File: config.mk
export PLATFORM = sky130hd
export DESIGN_NAME = serial_bit_encoder
export DESIGN_NICKNAME = d
export VERILOG_FILES = /design/src/rtl/sbe_pkg.sv /design/src/rtl/serial_bit_encoder_lsb_prio_enc.sv /design/src/rtl/serial_bit_encoder.sv
export SDC_FILE = /design/constraint.sdc
export NUM_CORES = 1
export LEC_CHECK = 0
export CAP_MARGIN = 10
export CORE_AREA = 4 4 41 43
export DETAILED_ROUTE_END_ITERATION = 8
export DIE_AREA = 0 0 45 47
export GPL_TIMING_DRIVEN = 0
export PLACE_DENSITY = 0.62
export SLEW_MARGIN = 20
export SYNTH_ARGS = -nofsm -noshare
export SYNTH_HDL_FRONTEND = slang
export SYNTH_SLANG_ARGS = --single-unit
File: constraint.sdc
create_clock -name clk -period 1.7 [get_ports clk]
set_input_delay 0.425 -clock clk [delete_from_list [all_inputs] [get_ports clk]]
set_output_delay 0.425 -clock clk [all_outputs]
set_load 0.01 [all_outputs]
File: src/rtl/sbe_pkg.sv
// -----------------------------------------------------------------------------
// sbe_pkg
//   Shared types and constants for the serial bit encoder.
//   Contents:
//     state_e       - control FSM states (IDLE, BUSY)
//     SBE_DEFAULT_N - default request-vector width
//     idx_width()   - index width needed to address N request bits
// -----------------------------------------------------------------------------
package sbe_pkg;

  typedef enum logic {
    IDLE = 1'b0,
    BUSY = 1'b1
  } state_e;

  localparam int unsigned SBE_DEFAULT_N = 4;

  // A width of at least 1 keeps the index port legal even for degenerate N.
  function automatic int unsigned idx_width(input int unsigned n);
    return (n < 2) ? 1 : $clog2(n);
  endfunction

endpackage

File: src/rtl/serial_bit_encoder_lsb_prio_enc.sv
// -----------------------------------------------------------------------------
// lsb_prio_enc
//   Combinational lowest-set-bit priority encoder.
//   Ports:
//     vec    [N-1:0]      input vector
//     idx    [IDX_W-1:0]  index of the lowest set bit (0 when vec is zero)
//     any                 at least one bit of vec is set
//     single              exactly one bit of vec is set
// -----------------------------------------------------------------------------
module lsb_prio_enc
  import sbe_pkg::*;
#(
  parameter int unsigned N     = SBE_DEFAULT_N,
  parameter int unsigned IDX_W = idx_width(N)
) (
  input  logic [N-1:0]     vec,
  output logic [IDX_W-1:0] idx,
  output logic             any,
  output logic             single
);

  localparam logic [N-1:0] ONE = {{(N-1){1'b0}}, 1'b1};

  // Scan from the top down so the lowest set bit is the last one written.
  always_comb begin
    // NOTE: every combinational output is given a default before any
    // conditional assignment, so no path leaves it unassigned (no latch).
    idx = '0;
    for (int i = int'(N) - 1; i >= 0; i--) begin
      if (vec[i]) idx = IDX_W'(i);
    end
  end

  assign any    = |vec;
  // Clearing the lowest set bit leaves zero only when one bit was set.
  assign single = any && ((vec & (vec - ONE)) == '0);

endmodule

File: src/rtl/serial_bit_encoder.sv
// -----------------------------------------------------------------------------
// serial_bit_encoder
//   Accepts an N-bit request vector and emits the binary index of each set
//   bit, one beat per index, lowest index first. Valid/ready on both sides.
//
//   Ports:
//     clk        clock, rising edge
//     rst        synchronous reset, active-high
//     in_vec     [N-1:0] request vector
//     in_valid   in_vec valid
//     in_ready   block can accept a vector (IDLE)
//     out_idx    [IDX_W-1:0] index of the current set bit (0 when idle)
//     out_last   current beat is the last for this vector
//     out_valid  out_idx/out_last valid
//     out_ready  consumer accepts the current beat
//     out_err    (only with SBE_ZERO_ERR_EN) flagged beat for a zero vector
//
//   Configuration:
//     SBE_ZERO_ERR_EN  when defined, an accepted all-zero vector produces one
//                      beat with out_idx=0, out_last=1, out_err=1 instead of
//                      being silently dropped.
// -----------------------------------------------------------------------------
module serial_bit_encoder
  import sbe_pkg::*;
#(
  parameter int unsigned N     = SBE_DEFAULT_N,
  parameter int unsigned IDX_W = idx_width(N)
) (
  input  logic             clk,
  input  logic             rst,
  input  logic [N-1:0]     in_vec,
  input  logic             in_valid,
  output logic             in_ready,
  output logic [IDX_W-1:0] out_idx,
  output logic             out_last,
  output logic             out_valid,
  input  logic             out_ready
`ifdef SBE_ZERO_ERR_EN
  ,
  output logic             out_err
`endif
);

  localparam logic [N-1:0] ONE = {{(N-1){1'b0}}, 1'b1};

  state_e           state_q, state_d;
  logic [N-1:0]     pend_q, pend_d;
  logic [IDX_W-1:0] enc_idx;
  logic             enc_any;
  logic             enc_single;
  logic             busy;
  logic             accept;
  logic             last_beat;
`ifdef SBE_ZERO_ERR_EN
  logic             err_q, err_d;
`endif

  lsb_prio_enc #(
    .N     (N),
    .IDX_W (IDX_W)
  ) u_enc (
    .vec    (pend_q),
    .idx    (enc_idx),
    .any    (enc_any),
    .single (enc_single)
  );

  assign busy     = (state_q == BUSY);
  assign in_ready = ~busy;
  assign accept   = in_valid & in_ready;

`ifdef SBE_ZERO_ERR_EN
  // The flagged zero-vector beat has pend empty, so it is last by definition.
  assign last_beat = busy & (err_q | enc_single);
  assign out_err   = busy & err_q;
`else
  assign last_beat = busy & enc_single;
`endif

  assign out_valid = busy;
  assign out_idx   = busy ? enc_idx : '0;
  assign out_last  = last_beat;

  always_comb begin
    state_d = state_q;
    pend_d  = pend_q;
`ifdef SBE_ZERO_ERR_EN
    err_d   = err_q;
`endif
    unique case (state_q)
      IDLE: begin
        if (accept) begin
          if (in_vec != '0) begin
            pend_d  = in_vec;
            state_d = BUSY;
          end
`ifdef SBE_ZERO_ERR_EN
          else begin
            pend_d  = '0;
            err_d   = 1'b1;
            state_d = BUSY;
          end
`endif
        end
      end
      BUSY: begin
        if (out_ready) begin
          // x & (x-1) drops exactly the lowest set bit, i.e. bit out_idx.
          if (enc_any) pend_d = pend_q & (pend_q - ONE);
          if (last_beat) begin
            state_d = IDLE;
`ifdef SBE_ZERO_ERR_EN
            err_d   = 1'b0;
`endif
          end
        end
      end
    endcase
  end

  always_ff @(posedge clk) begin
    // NOTE: state registers use non-blocking assignments so every flop
    // samples the pre-edge values regardless of statement order.
    if (rst) begin
      state_q <= IDLE;
      pend_q  <= '0;
`ifdef SBE_ZERO_ERR_EN
      err_q   <= 1'b0;
`endif
    end else begin
      state_q <= state_d;
      pend_q  <= pend_d;
`ifdef SBE_ZERO_ERR_EN
      err_q   <= err_d;
`endif
    end
  end

endmodule

==> impl_results.rst, run 1 <==
.. list-table::
   :header-rows: 1

   * - Metric
     - Value
   * - Number of buffers inserted for hold repair after clock tree synthesis
     - 0
   * - Portion of netlist area occupied by mux cells
     - 13.4%
   * - Count of pins on the block boundary
     - 13
   * - Peak ir drop on the vdd network
     - 319 uV
   * - Skew-Pair Late Insertion Delay
     - 0.24 ns
   * - Final setup TNS
     - -0.104 ns
   * - Total nets after synthesis
     - 52
   * - N_diodes
     - 0
   * - Least-Margin Pin Slew
     - 0.335 ns
   * - Setup repair after global routing missed its margin
     - yes
   * - Data required, critical path
     - 1.27 ns
   * - DRC
     - 0
   * - Effective utilization at floorplan
     - 31.5%
   * - Number of standard-cell rows in the floorplan
     - 13
   * - Number of CTS-inserted buffers
     - 3
   * - Maximum clock skew at final layout
     - 0.00120 ns
   * - GRT overflow
     - 0
   * - Combined area of all synthesized cells
     - 410 sq um
   * - DP Cell Count
     - 71
   * - Most common flop cell mapped by yosys
     - sky130_fd_sc_hd__dfxtp_1
   * - Maximum net fanout on the critical path
     - 4
   * - DRT antenna net count
     - 0
   * - Post-route worst setup slack
     - -0.104 ns
   * - Sequential fraction of the synthesis area
     - 24.4%
   * - Via count of the first global-routing pass
     - 389
   * - Synthesis-to-finish area growth
     - 56.1%
   * - Avg Cell Area, Syn
     - 9.33 sq um
   * - Post-detailed-route via-to-cell ratio
     - 5.41
   * - Top Family by Delay on Critical Path
     - simple AND/OR/NAND/NOR gates
   * - Type of the worst min-delay path
     - register to register
   * - Ratio of final minimum period to clock period
     - 106%
   * - Synth Area in Compound Gates
     - 31.7%
   * - Cell-by-cell trace of the critical path
     - or3b_1, o211ai_1, and3_1, buf_2
   * - Proportion of synthesized flip-flops having asynchronous set or reset
     - 0%
   * - Die outline area
     - 2120 sq um
   * - Via count
     - 438
   * - Final critical path time including I/O delays and setup
     - 1.80 ns
   * - Antenna violations before repair
     - 0
   * - Area share of the largest cell type after synthesis
     - 24.4%
   * - Min-delay src
     - pend_q[2]$_SDFFE_PP0P_
   * - Worst path arrival time
     - 1.38 ns
   * - Failing checks
     - negative setup slack
   * - Critical Path End Type
     - output port
   * - Final wirelength
     - 1060 um
   * - Num Clock Sinks
     - 5
   * - Number of warnings printed during yosys synthesis
     - 0
   * - Synth unique cells
     - 27
   * - Startpoint types
     - register
   * - Smallest hold slack
     - 0.605 ns
   * - Max-slew violations
     - 0
   * - Ranking of synthesized cells by area
     - sky130_fd_sc_hd__dfxtp_1, sky130_fd_sc_hd__mux2_4, sky130_fd_sc_hd__o41ai_4
   * - Internal reg-to-reg setup slack
     - 0.30 ns
   * - Core Footprint
     - 1300 sq um
   * - Share of cells above drive strength 1
     - 43.9%
   * - Number of instances in the synthesized netlist
     - 44
   * - WL/cell
     - 13.1 um
   * - Flops & latches, synth
     - 5
   * - Clock transition at path regs
     - 0.04 ns
   * - Initial drt markers
     - 8
   * - Wire length of the first global-routing pass
     - 1590 um
   * - Top cells by instance count after synthesis
     - sky130_fd_sc_hd__dfxtp_1, sky130_fd_sc_hd__a21oi_1, sky130_fd_sc_hd__buf_2
   * - Horiz. Die Dim
     - 45 um
   * - Post-synthesis adder-cell area fraction
     - 0%
   * - # setup viols final
     - 1
   * - Most common cell in the netlist
     - sky130_fd_sc_hd__dfxtp_1
   * - Total GRT Usage
     - 10.9%
   * - Largest area contributor in the synthesized netlist
     - sky130_fd_sc_hd__dfxtp_1
   * - Crit Reg-Reg Startpoint
     - pend_q[0]$_SDFFE_PP0P_
   * - Largest net degree at the start of global routing
     - 11
   * - Count of nets after finishing
     - 75
   * - Leakage Power
     - 0.278 nW
   * - Port Buffer Count
     - 12
   * - Cell at the slowest stage of the critical path
     - sky130_fd_sc_hd__or3b_1
   * - Routability Congestion
     - 0.755
   * - Crit path buf inv count
     - 1
   * - Cell Pwr Density
     - 678 nW/um^2
   * - Critical path's largest stage delay
     - 0.37 ns
   * - Timing-limited maximum frequency
     - 554 MHz
   * - Clock tree from TritonCTS
     - built
   * - Simple-Gate Fraction of Synth Area
     - 21.6%
   * - Run status
     - finished, violations left
   * - Length of the first detailed-routing pass in iterations
     - 4
   * - Worst setup path startpoint
     - pend_q[3]$_SDFFE_PP0P_
   * - Clk buf depth
     - 2
   * - Type of the setup path with the least slack
     - register to output port
   * - Count of flip-flops with a built-in enable after synthesis
     - 0
   * - Final number of hold-violating endpoints
     - 0
   * - Number of max-cap violations
     - 0
   * - Root Driver
     - sky130_fd_sc_hd__clkbuf_4
   * - Die H
     - 47 um
   * - Dominant combinational cell family by area after synthesis
     - compound AO/OA/AOI/OAI gates
   * - Xor/xnor share of the synthesized area
     - 2.13%
   * - H-tree depth
     - 1
   * - Count of non-filler cells in the finished layout
     - 81
   * - Relative slew slack
     - 77.6%
## area by class of cell
cell class                 count  area [sq um]
buffer                         1          11.3
clock buffer                   4          26.3
multi-input combinational     33           293
fill                         150           661
tap                           15          18.8
inverter                       2          7.51
sequential                     5           115
timing repair buffer          21           169
## worst register-to-register path, cell delays in order, from the launching register on
cell	delay, ns
sky130_fd_sc_hd__dfxtp_4	0.35
sky130_fd_sc_hd__buf_4	0.16
sky130_fd_sc_hd__nor4_2	0.27
sky130_fd_sc_hd__o22a_4	0.22
sky130_fd_sc_hd__mux2_4	0.29
## stage by stage
stage | cell area, sq um | util [%] | setup WS (ns) | power (mW)
final | 641 | 49.2 | -0.104 | 0.434
after global routing | 641 | 49.2 | -0.170 | 0.460
after CTS | 607 | 46.6 | -0.148 | 0.424
after detailed placement | 549 | 42.2 | -0.405 | 0.273
after global placement | 549 | 42.2 | -0.406 | 0.273
after floorplan | 410 | - | 0.158 | 0.219
## what timing repair did
action / CTS / global route
pin swaps: 4 / 4
endpoints found under the setup margin: 7 / 5
gates resized for setup: 22 / 6
buffers inserted: 3 / 6
## cell usage in the layout (no fill, tap or decap)
cell type                         synthesis  routed
sky130_fd_sc_hd__buf_4                    0       9
sky130_fd_sc_hd__clkdlybuf4s50_1          0       6
sky130_fd_sc_hd__a21oi_1                  4       4
sky130_fd_sc_hd__dfxtp_4                  0       4
sky130_fd_sc_hd__mux2_4                   3       3
sky130_fd_sc_hd__clkbuf_4                 0       3
sky130_fd_sc_hd__dlygate4sd2_1            0       3
sky130_fd_sc_hd__inv_1                    2       2
sky130_fd_sc_hd__o211ai_1                 2       2
sky130_fd_sc_hd__nor2_1                   2       2
sky130_fd_sc_hd__nor2b_1                  2       2
sky130_fd_sc_hd__nand3_1                  2       2
sky130_fd_sc_hd__buf_2                    4       2
sky130_fd_sc_hd__buf_6                    0       1
sky130_fd_sc_hd__nor3_2                   0       1
sky130_fd_sc_hd__xnor2_1                  1       1
sky130_fd_sc_hd__or3b_1                   1       1
sky130_fd_sc_hd__o31ai_2                  0       1
sky130_fd_sc_hd__and3_1                   1       1
sky130_fd_sc_hd__o211a_1                  1       1
sky130_fd_sc_hd__o41ai_4                  1       1
sky130_fd_sc_hd__a21o_2                   1       1
sky130_fd_sc_hd__a41oi_1                  1       1
sky130_fd_sc_hd__mux2i_1                  1       1
sky130_fd_sc_hd__a311oi_1                 1       1
sky130_fd_sc_hd__nor4_2                   1       1
sky130_fd_sc_hd__nand2_1                  1       1
sky130_fd_sc_hd__o22a_4                   1       1
sky130_fd_sc_hd__nand2b_1                 1       1
sky130_fd_sc_hd__and3b_1                  1       1
sky130_fd_sc_hd__a31oi_1                  1       1
sky130_fd_sc_hd__or2b_1                   1       1
sky130_fd_sc_hd__clkbuf_1                 0       1
sky130_fd_sc_hd__clkbuf_2                 0       1
sky130_fd_sc_hd__dfxtp_1                  5       1
## where the power goes
part	total [mW]	leakage (nW)	switching, mW	internal (mW)
Combinational	0.157	0.219	0.0645	0.0927
Sequential	0.139	0.0438	0.0136	0.126
Clock	0.137	0.0150	0.0487	0.0887
## kinds of logic (layout without fill, tap and decap cells)
| group | count (synthesis) | in the layout |
|---|---|---|
| AOI/OAI and AO/OA | 14 | 14 |
| xor gates and xnor gates | 1 | 1 |
| buffers and inverters | 6 | 28 |
| DFF | 5 | 5 |
| muxes | 4 | 4 |
| and+or+nand+nor | 14 | 14 |
## sequential cells by signal (all words and copies together), names as in the netlist
name,cells
pend_q,4
out_valid,1
## per-layer routing
layer,global-route usage [%],up-vias,part of all wire [%]
met4,10.5,0,3.9
met2,17.2,17,45
met5,0,-,0
met1,12.5,206,45
li1,-,210,-
met3,1.53,5,5.8
## worst paths after layout
path                       endpoint  depth (start not counted)
min            out_valid$_SDFF_PP0_                          2
max reg2reg  pend_q[1]$_SDFFE_PP0P_                          4
min reg2reg    out_valid$_SDFF_PP0_                          2
max                        out_last                          4
(Power assumes the default switching activity.)
==> run 2, diff against run 1 <==
--- a/config.mk
+++ b/config.mk
@@ -11,6 +11,7 @@
 export DIE_AREA = 0 0 45 47
 export GPL_TIMING_DRIVEN = 0
 export PLACE_DENSITY = 0.62
+export SKIP_LAST_GASP = 1
 export SLEW_MARGIN = 20
 export SYNTH_ARGS = -nofsm -noshare
 export SYNTH_HDL_FRONTEND = slang
==> run 2 against run 1 <==
Effect of this change:
- the run still ends with negative setup slack left
- utilization down 0.096 points
- hold slack better by 0.0077 ns
- via count down 0.23%
- sequential share of layout area about the same
- die area unchanged
- highest routed layer unchanged
- non-clock buffer count unchanged
- global-route usage unchanged
- clock skew about the same
- sequential power about the same
- maximum frequency up 0.11%
- clock power about the same
==> impl_results.rst, run 2 (same netlist as run 1, synthesis figures left out) <==
.. list-table::
   :header-rows: 1

   * - Metric
     - Value
   * - Clock transition at path regs
     - 0.04 ns
   * - WL met2
     - 474 um
   * - Final wirelength
     - 1060 um
   * - Most used cells in the layout excluding fill and tap cells
     - sky130_fd_sc_hd__buf_4, sky130_fd_sc_hd__clkdlybuf4s50_1, sky130_fd_sc_hd__a21oi_1, sky130_fd_sc_hd__dlygate4sd2_1, sky130_fd_sc_hd__dfxtp_4
   * - Setup repair after global routing missed its margin
     - yes
   * - Crit path buf inv count
     - 1
   * - Commonest non-fill, non-tap cell in the layout
     - sky130_fd_sc_hd__buf_4
   * - Depth of the critical timing path with buffers and inverters included
     - 4
   * - Cell at the slowest stage of the critical path
     - sky130_fd_sc_hd__or3b_1
   * - Failing checks
     - negative setup slack
   * - Maximum clock skew at final layout
     - 0.00122 ns
   * - Count of pins on the block boundary
     - 13
   * - Critical path's largest stage delay
     - 0.37 ns
   * - Type of the worst min-delay path
     - register to register
   * - Max FFs per register
     - 4
   * - Ratio of final minimum period to clock period
     - 106%
   * - H-tree depth
     - 1
   * - Synthesis-to-finish area growth
     - 55.8%
   * - Post-route worst setup slack
     - -0.102 ns
   * - DRC
     - 0
   * - R2R cell count
     - 4
   * - Die outline area
     - 2120 sq um
   * - Least-Margin Pin Slew
     - 0.335 ns
   * - Die H
     - 47 um
   * - Port Buffer Count
     - 12
   * - Via count
     - 437
   * - Capture instance of the worst register-to-register path
     - pend_q[1]$_SDFFE_PP0P_
   * - Initial drt markers
     - 6
   * - Clock tree from TritonCTS
     - built
   * - Leakage Power
     - 0.286 nW
   * - Number of max-cap violations
     - 0
   * - Largest net degree at the start of global routing
     - 11
   * - Root Driver
     - sky130_fd_sc_hd__clkbuf_4
   * - Cell Pwr Density
     - 677 nW/um^2
   * - Cell-by-cell trace of the critical path
     - or3b_1, o211ai_1, and3_1, buf_2
   * - Crit Reg-Reg Startpoint
     - pend_q[0]$_SDFFE_PP0P_
   * - Relative slew slack
     - 77.6%
   * - Horiz. Die Dim
     - 45 um
   * - Routability Congestion
     - 0.755
   * - Number of buffers inserted for hold repair after clock tree synthesis
     - 0
   * - Skew-Pair Late Insertion Delay
     - 0.24 ns
   * - Post-detailed-route via-to-cell ratio
     - 5.40
   * - Clk buf depth
     - 2
   * - Share of cells above drive strength 1
     - 40.9%
   * - Count of nets after finishing
     - 75
   * - Wire length of the first global-routing pass
     - 1590 um
   * - Timing-limited maximum frequency
     - 555 MHz
   * - Maximum net fanout on the critical path
     - 4
   * - Data required, critical path
     - 1.27 ns
   * - Antenna violations before repair
     - 0
   * - Effective utilization at floorplan
     - 31.5%
   * - Critical Path End Type
     - output port
   * - Placement-stage worst setup slack
     - -0.405 ns
   * - Final critical path time including I/O delays and setup
     - 1.80 ns
   * - Worst path arrival time
     - 1.38 ns
   * - GRT overflow
     - 0
   * - Met3 wirelength from detailed routing
     - 58 um
   * - N_diodes
     - 0
   * - Number of CTS-inserted buffers
     - 3
   * - Final setup TNS
     - -0.102 ns
   * - Startpoint types
     - register
   * - Peak ir drop on the vdd network
     - 319 uV
   * - # setup viols final
     - 1
   * - DRT antenna net count
     - 0
   * - Internal reg-to-reg setup slack
     - 0.30 ns
   * - Type of the setup path with the least slack
     - register to output port
   * - Number of standard-cell rows in the floorplan
     - 13
   * - Number of fill cells in the layout
     - 150
   * - Worst setup path startpoint
     - pend_q[3]$_SDFFE_PP0P_
   * - Num Clock Sinks
     - 5
   * - Total GRT Usage
     - 10.9%
   * - CP endpoint
     - out_last
   * - Routed met1 length
     - 483 um
   * - Via count of the first global-routing pass
     - 389
   * - Top Family by Delay on Critical Path
     - simple AND/OR/NAND/NOR gates
   * - Final number of hold-violating endpoints
     - 0
   * - Max-slew violations
     - 0
   * - Register with the most flip-flops
     - pend_q
   * - Max layer used
     - met4
   * - Core Footprint
     - 1300 sq um
   * - WL/cell
     - 13.1 um
   * - Length of the first detailed-routing pass in iterations
     - 4
   * - Post-layout power
     - 0.433 mW
   * - Run status
     - finished, violations left
==> run 2: changes by cell type in the layout (fill, tap and decap cells not counted) <==
cell                            change
sky130_fd_sc_hd__clkbuf_2           -1
sky130_fd_sc_hd__dlygate4sd2_1      +1
sky130_fd_sc_hd__o31ai_1            +1
sky130_fd_sc_hd__o31ai_2            -1
==> run 2: routing by layer <==
metal | track usage (%) | vias to the layer above
met4 | 10.5 | 0
met2 | 17.2 | 17
met3 | 1.53 | 5
met5 | 0 | -
met1 | 12.5 | 205
li1 | - | 210
==> run 2: tightest hold or removal path, delay by kind of cell (launching register included) <==
family	cells	cell delay (ns)
DFF	1	0.35
AOI/OAI and AO/OA	2	0.22
==> run 2: per-stage QoR <==
stage / instances / util, % / hold slack (ns) / area, sq um
final: 81 / 49.1 / 0.612 / 639
after global routing: 81 / 49.1 / 0.637 / 639
after CTS: 76 / 45.9 / 0.608 / 597
after detailed placement: 71 / 42.2 / 0.623 / 549
after global placement: 71 / 42.2 / 0.619 / 549
after floorplan: 44 / - / 0.494 / 410
==> run 2: cell type report <==
type | count | area, sq um | share of cell area, %
multi-input combinational | 33 | 288 | 45.0
sequential | 5 | 115 | 18.0
clock buffer | 4 | 26.3 | 4.11
buffer | 1 | 11.3 | 1.76
timing repair buffer | 21 | 173 | 27.0
inverter | 2 | 7.51 | 1.17
tap | 15 | 18.8 | 2.94
==> run 2: worst min-delay path by stage <==
stage                           startpoint                endpoint  slack [ns]  cells after the start
detailed placement  pend_q[2]$_SDFFE_PP0P_    out_valid$_SDFF_PP0_        0.62                      2
CTS                 pend_q[2]$_SDFFE_PP0P_    out_valid$_SDFF_PP0_        0.61                      2
floorplan                              rst  pend_q[0]$_SDFFE_PP0P_        0.49                      1
global route        pend_q[2]$_SDFFE_PP0P_    out_valid$_SDFF_PP0_        0.64                      2
finish              pend_q[2]$_SDFFE_PP0P_    out_valid$_SDFF_PP0_        0.61                      2
global placement    pend_q[2]$_SDFFE_PP0P_    out_valid$_SDFF_PP0_        0.62                      2
==> run 2: repair_timing <==
| action | 4_1_cts | 5_1_grt |
|---|---|---|
| setup endpoints to repair | 7 | 5 |
| resized for setup | 18 | 7 |
| buffers inserted | 3 | 6 |
| gates cloned | 0 | 0 |
| pin swaps | 4 | 4 |
==> run 2: power by group <==
group          internal (mW)  switching, mW
clock network         0.0887         0.0488
logic                 0.0926         0.0638
registers              0.126         0.0133
==> run 3, diff against run 2 <==
--- a/config.mk
+++ b/config.mk
@@ -10,9 +10,10 @@
 export DETAILED_ROUTE_END_ITERATION = 8
 export DIE_AREA = 0 0 45 47
 export GPL_TIMING_DRIVEN = 0
-export PLACE_DENSITY = 0.62
+export PLACE_DENSITY = 0.57
 export SKIP_LAST_GASP = 1
 export SLEW_MARGIN = 20
 export SYNTH_ARGS = -nofsm -noshare
 export SYNTH_HDL_FRONTEND = slang
+export SYNTH_HIERARCHICAL = 1
 export SYNTH_SLANG_ARGS = --single-unit
==> run 3 against run 2 <==
Effect of this change:
- the flow still finishes with violations (negative setup slack)
- cell count fell by 8.6%
- area after synthesis shrank 15%
- synthesized cell count shrank 2.3%
- die area is the same
==> impl_results.rst, run 3 <==
.. list-table::
   :header-rows: 1

   * - Metric
     - Value
   * - Wire length of the first global-routing pass
     - 1550 um
   * - Final number of hold-violating endpoints
     - 0
   * - Failing checks
     - negative setup slack
   * - Crit path buf inv count
     - 1
   * - Buffers inserted by post-CTS timing repair
     - 0
   * - Via count
     - 378
   * - Number of instances in the synthesized netlist
     - 43
   * - Timing-limited maximum frequency
     - 552 MHz
   * - Core Footprint
     - 1300 sq um
   * - Internal reg-to-reg setup slack
     - 0.47 ns
   * - Count of non-filler cells in the finished layout
     - 74
   * - Total GRT Usage
     - 10.6%
   * - Total nets after synthesis
     - 51
   * - Post-DP HPWL
     - 706 um
   * - R2R cell count
     - 5
   * - Portion of netlist area occupied by mux cells
     - 0%
   * - Data required, critical path
     - 1.27 ns
   * - Worst path arrival time
     - 1.39 ns
   * - Combinational Power Share
     - 27.2%
   * - Number of max-cap violations
     - 0
   * - Cell Pwr Density
     - 724 nW/um^2
   * - Largest area contributor in the synthesized netlist
     - sky130_fd_sc_hd__dfxtp_1
   * - Hold worst-path end
     - pend_q[3]$_SDFFE_PP0P_
   * - Root Driver
     - sky130_fd_sc_hd__clkbuf_4
   * - Count of nets after finishing
     - 68
   * - Post-layout power
     - 0.388 mW
   * - Avg Cell Area, Syn
     - 8.15 sq um
   * - Xor/xnor share of the synthesized area
     - 2.50%
   * - Final design instance area without fill
     - 536 sq um
   * - Cell-by-cell trace of the critical path
     - xor2_1, a221o_1, and2_1, buf_2
   * - Power spent charging and discharging nets
     - 0.118 mW
   * - Number of CTS-inserted buffers
     - 3
   * - Post-detailed-route via-to-cell ratio
     - 5.11
   * - Antenna violations before repair
     - 0
   * - Post-route worst setup slack
     - -0.112 ns
   * - Clock transition at path regs
     - 0.05 ns
   * - Via count of the first global-routing pass
     - 363
   * - Synth unique cells
     - 21
   * - Top Family by Delay on Critical Path
     - flip-flops
   * - Critical path's largest stage delay
     - 0.37 ns
   * - Startpoint types
     - register
   * - Ratio of final minimum period to clock period
     - 107%
   * - Port Buffer Count
     - 12
   * - Num Clock Sinks
     - 5
   * - Relative slew slack
     - 76.4%
   * - Combined area of all synthesized cells
     - 350 sq um
   * - Max FFs per register
     - 4
   * - Synth Area in Compound Gates
     - 28.2%
   * - Final wirelength
     - 936 um
   * - N_diodes
     - 0
   * - Final design utilization
     - 41.2%
   * - Area share of the largest cell type after synthesis
     - 28.6%
   * - Largest net degree at the start of global routing
     - 11
   * - Final critical path time including I/O delays and setup
     - 1.81 ns
   * - Clk buf depth
     - 2
   * - Routability Congestion
     - 0.760
   * - Horiz. Die Dim
     - 45 um
   * - Type of the setup path with the least slack
     - register to output port
   * - Crit Reg-Reg Startpoint
     - pend_q[1]$_SDFFE_PP0P_
   * - Worst setup path startpoint
     - pend_q[2]$_SDFFE_PP0P_
   * - Share of power burned in the clock network
     - 35.9%
   * - Count of flip-flops with a built-in enable after synthesis
     - 0
   * - Die outline area
     - 2120 sq um
   * - Effective utilization at floorplan
     - 26.9%
   * - # setup viols final
     - 1
   * - Leakage Power
     - 0.205 nW
   * - Max-slew violations
     - 0
   * - Flops & latches, synth
     - 5
   * - Capture instance of the worst register-to-register path
     - out_valid$_SDFF_PP0_
   * - Min-delay src
     - pend_q[3]$_SDFFE_PP0P_
   * - Cell at the slowest stage of the critical path
     - sky130_fd_sc_hd__dfxtp_4
   * - Number of standard-cell rows in the floorplan
     - 13
   * - Number of fill cells in the layout
     - 157
   * - Power share of the sequential group
     - 36.9%
   * - Simple-Gate Fraction of Synth Area
     - 37.1%
   * - Count of pins on the block boundary
     - 13
   * - DRT antenna net count
     - 0
   * - Final setup TNS
     - -0.112 ns
   * - Sequential fraction of the synthesis area
     - 28.6%
   * - Share of cells above drive strength 1
     - 27.1%
   * - Die H
     - 47 um
   * - Top cells by instance count after synthesis
     - sky130_fd_sc_hd__dfxtp_1, sky130_fd_sc_hd__nand2_1, sky130_fd_sc_hd__o211ai_1
   * - Length of the first detailed-routing pass in iterations
     - 4
   * - Ranking of synthesized cells by area
     - sky130_fd_sc_hd__dfxtp_1, sky130_fd_sc_hd__o211ai_1, sky130_fd_sc_hd__nor4_4
   * - Type of the worst min-delay path
     - register to register
   * - Switching Fraction
     - 30.5%
   * - DRC
     - 0
   * - Initial drt markers
     - 4
   * - Critical Path End Type
     - output port
   * - Post-synthesis adder-cell area fraction
     - 0%
   * - Post-detailed-placement cell area
     - 489 sq um
   * - WL/cell
     - 12.6 um
   * - GRT overflow
     - 0
   * - Peak ir drop on the vdd network
     - 518 uV
   * - Register with the most flip-flops
     - pend_q
   * - Clock tree from TritonCTS
     - built
   * - Internal power summed over all cells
     - 0.270 mW
   * - Least-Margin Pin Slew
     - 0.350 ns
   * - Skew-Pair Late Insertion Delay
     - 0.24 ns
   * - Synthesis-to-finish area growth
     - 52.9%
   * - Most common flop cell mapped by yosys
     - sky130_fd_sc_hd__dfxtp_1
   * - Maximum clock skew at final layout
     - 0.00410 ns
   * - Number of warnings printed during yosys synthesis
     - 6
   * - Run status
     - finished, violations left
   * - Cell depth of the worst min-delay path
     - 2
   * - Commonest non-fill, non-tap cell in the layout
     - sky130_fd_sc_hd__clkdlybuf4s50_1
   * - Proportion of synthesized flip-flops having asynchronous set or reset
     - 0%
   * - DP Cell Count
     - 70
   * - Maximum net fanout on the critical path
     - 7
   * - Dominant combinational cell family by area after synthesis
     - simple AND/OR/NAND/NOR gates
   * - H-tree depth
     - 1
   * - Most used cells in the layout excluding fill and tap cells
     - sky130_fd_sc_hd__clkdlybuf4s50_1, sky130_fd_sc_hd__o211ai_1, sky130_fd_sc_hd__nand2_1, sky130_fd_sc_hd__dfxtp_4
   * - Depth of the critical timing path with buffers and inverters included
     - 4
   * - Most common cell in the netlist
     - sky130_fd_sc_hd__dfxtp_1
   * - Setup repair after global routing missed its margin
     - yes
## run 3: changes by cell type after synthesis, moves of 2 or more
cell | before | now
sky130_fd_sc_hd__and2_1 | 0 | 3
sky130_fd_sc_hd__buf_2 | 4 | 1
sky130_fd_sc_hd__mux2_4 | 3 | 0
sky130_fd_sc_hd__nand2_1 | 1 | 4
sky130_fd_sc_hd__a21oi_1 | 4 | 2
sky130_fd_sc_hd__a31oi_1 | 1 | 3
sky130_fd_sc_hd__o211ai_1 | 2 | 4
## run 3: cell type report
class	instances	area, sq um	share of cell area, %
Multi-Input combinational cell	35	251	47.0
Sequential cell	5	115	21.5
Timing Repair Buffer	12	111	20.8
Clock buffer	4	26.3	4.91
Tap cell	15	18.8	3.50
Inverter	2	7.51	1.40
Buffer	1	5.00	0.935
## run 3: worst max path at each step
| stage | slack (ns) | to |
|---|---|---|
| 6_report | -0.11 | out_last |
| 5_1_grt | -0.18 | out_last |
| 4_1_cts | -0.25 | out_last |
| 3_5_place_dp | -0.37 | out_last |
| 3_3_place_gp | -0.30 | out_last |
| 2_1_floorplan | 0.26 | out_last |
## run 3: what timing repair did
| item | in CTS | in global routing |
|---|---|---|
| hold endpoints to repair | 0 | 0 |
| pin swaps | 1 | 3 |
| resized for setup | 11 | 9 |
| endpoints found under the setup margin | 4 | 3 |
| cloned | 0 | 0 |
| hold buffers | 0 | 0 |
## run 3: power by group through the flow
| stage | logic (mW) | clock network (mW) | registers, mW |
|---|---|---|---|
| floorplan | 0.0569 | 0 | 0.141 |
| global route | 0.119 | 0.157 | 0.145 |
| detailed placement | 0.109 | 0 | 0.144 |
| global placement | 0.108 | 0 | 0.144 |
| CTS | 0.106 | 0.144 | 0.142 |
| finish | 0.105 | 0.139 | 0.143 |
## run 3: per-layer routing
layer,wire length (um),up-vias,part of all wire [%],GRT usage [%]
li1,-,195,-,-
met1,433,173,46,12.1
met2,431,10,46,17.8
met3,72,0,7.7,6.90
met4,0,0,0,0
met5,0,-,0,0
## run 3: through the flow
| stage | hold WS, ns | worst slack [ns] |
|---|---|---|
| 6_report | 0.548 | -0.112 |
| 5_1_grt | 0.579 | -0.184 |
| 4_1_cts | 0.544 | -0.252 |
| 3_5_place_dp | 0.572 | -0.367 |
| 3_3_place_gp | 0.573 | -0.300 |
| 2_1_floorplan | 0.494 | 0.261 |
## run 3: tightest hold or removal path: stages (launching register included)
cell and delay, ns:
sky130_fd_sc_hd__dfxtp_4 0.37, sky130_fd_sc_hd__o211ai_2 0.06, sky130_fd_sc_hd__a31oi_1 0.07
## run 3: kinds of logic after synthesis
logic type | Yosys count
buf+inv | 3
compound gates | 13
xor+xnor | 1
flops | 5
simple gates | 21
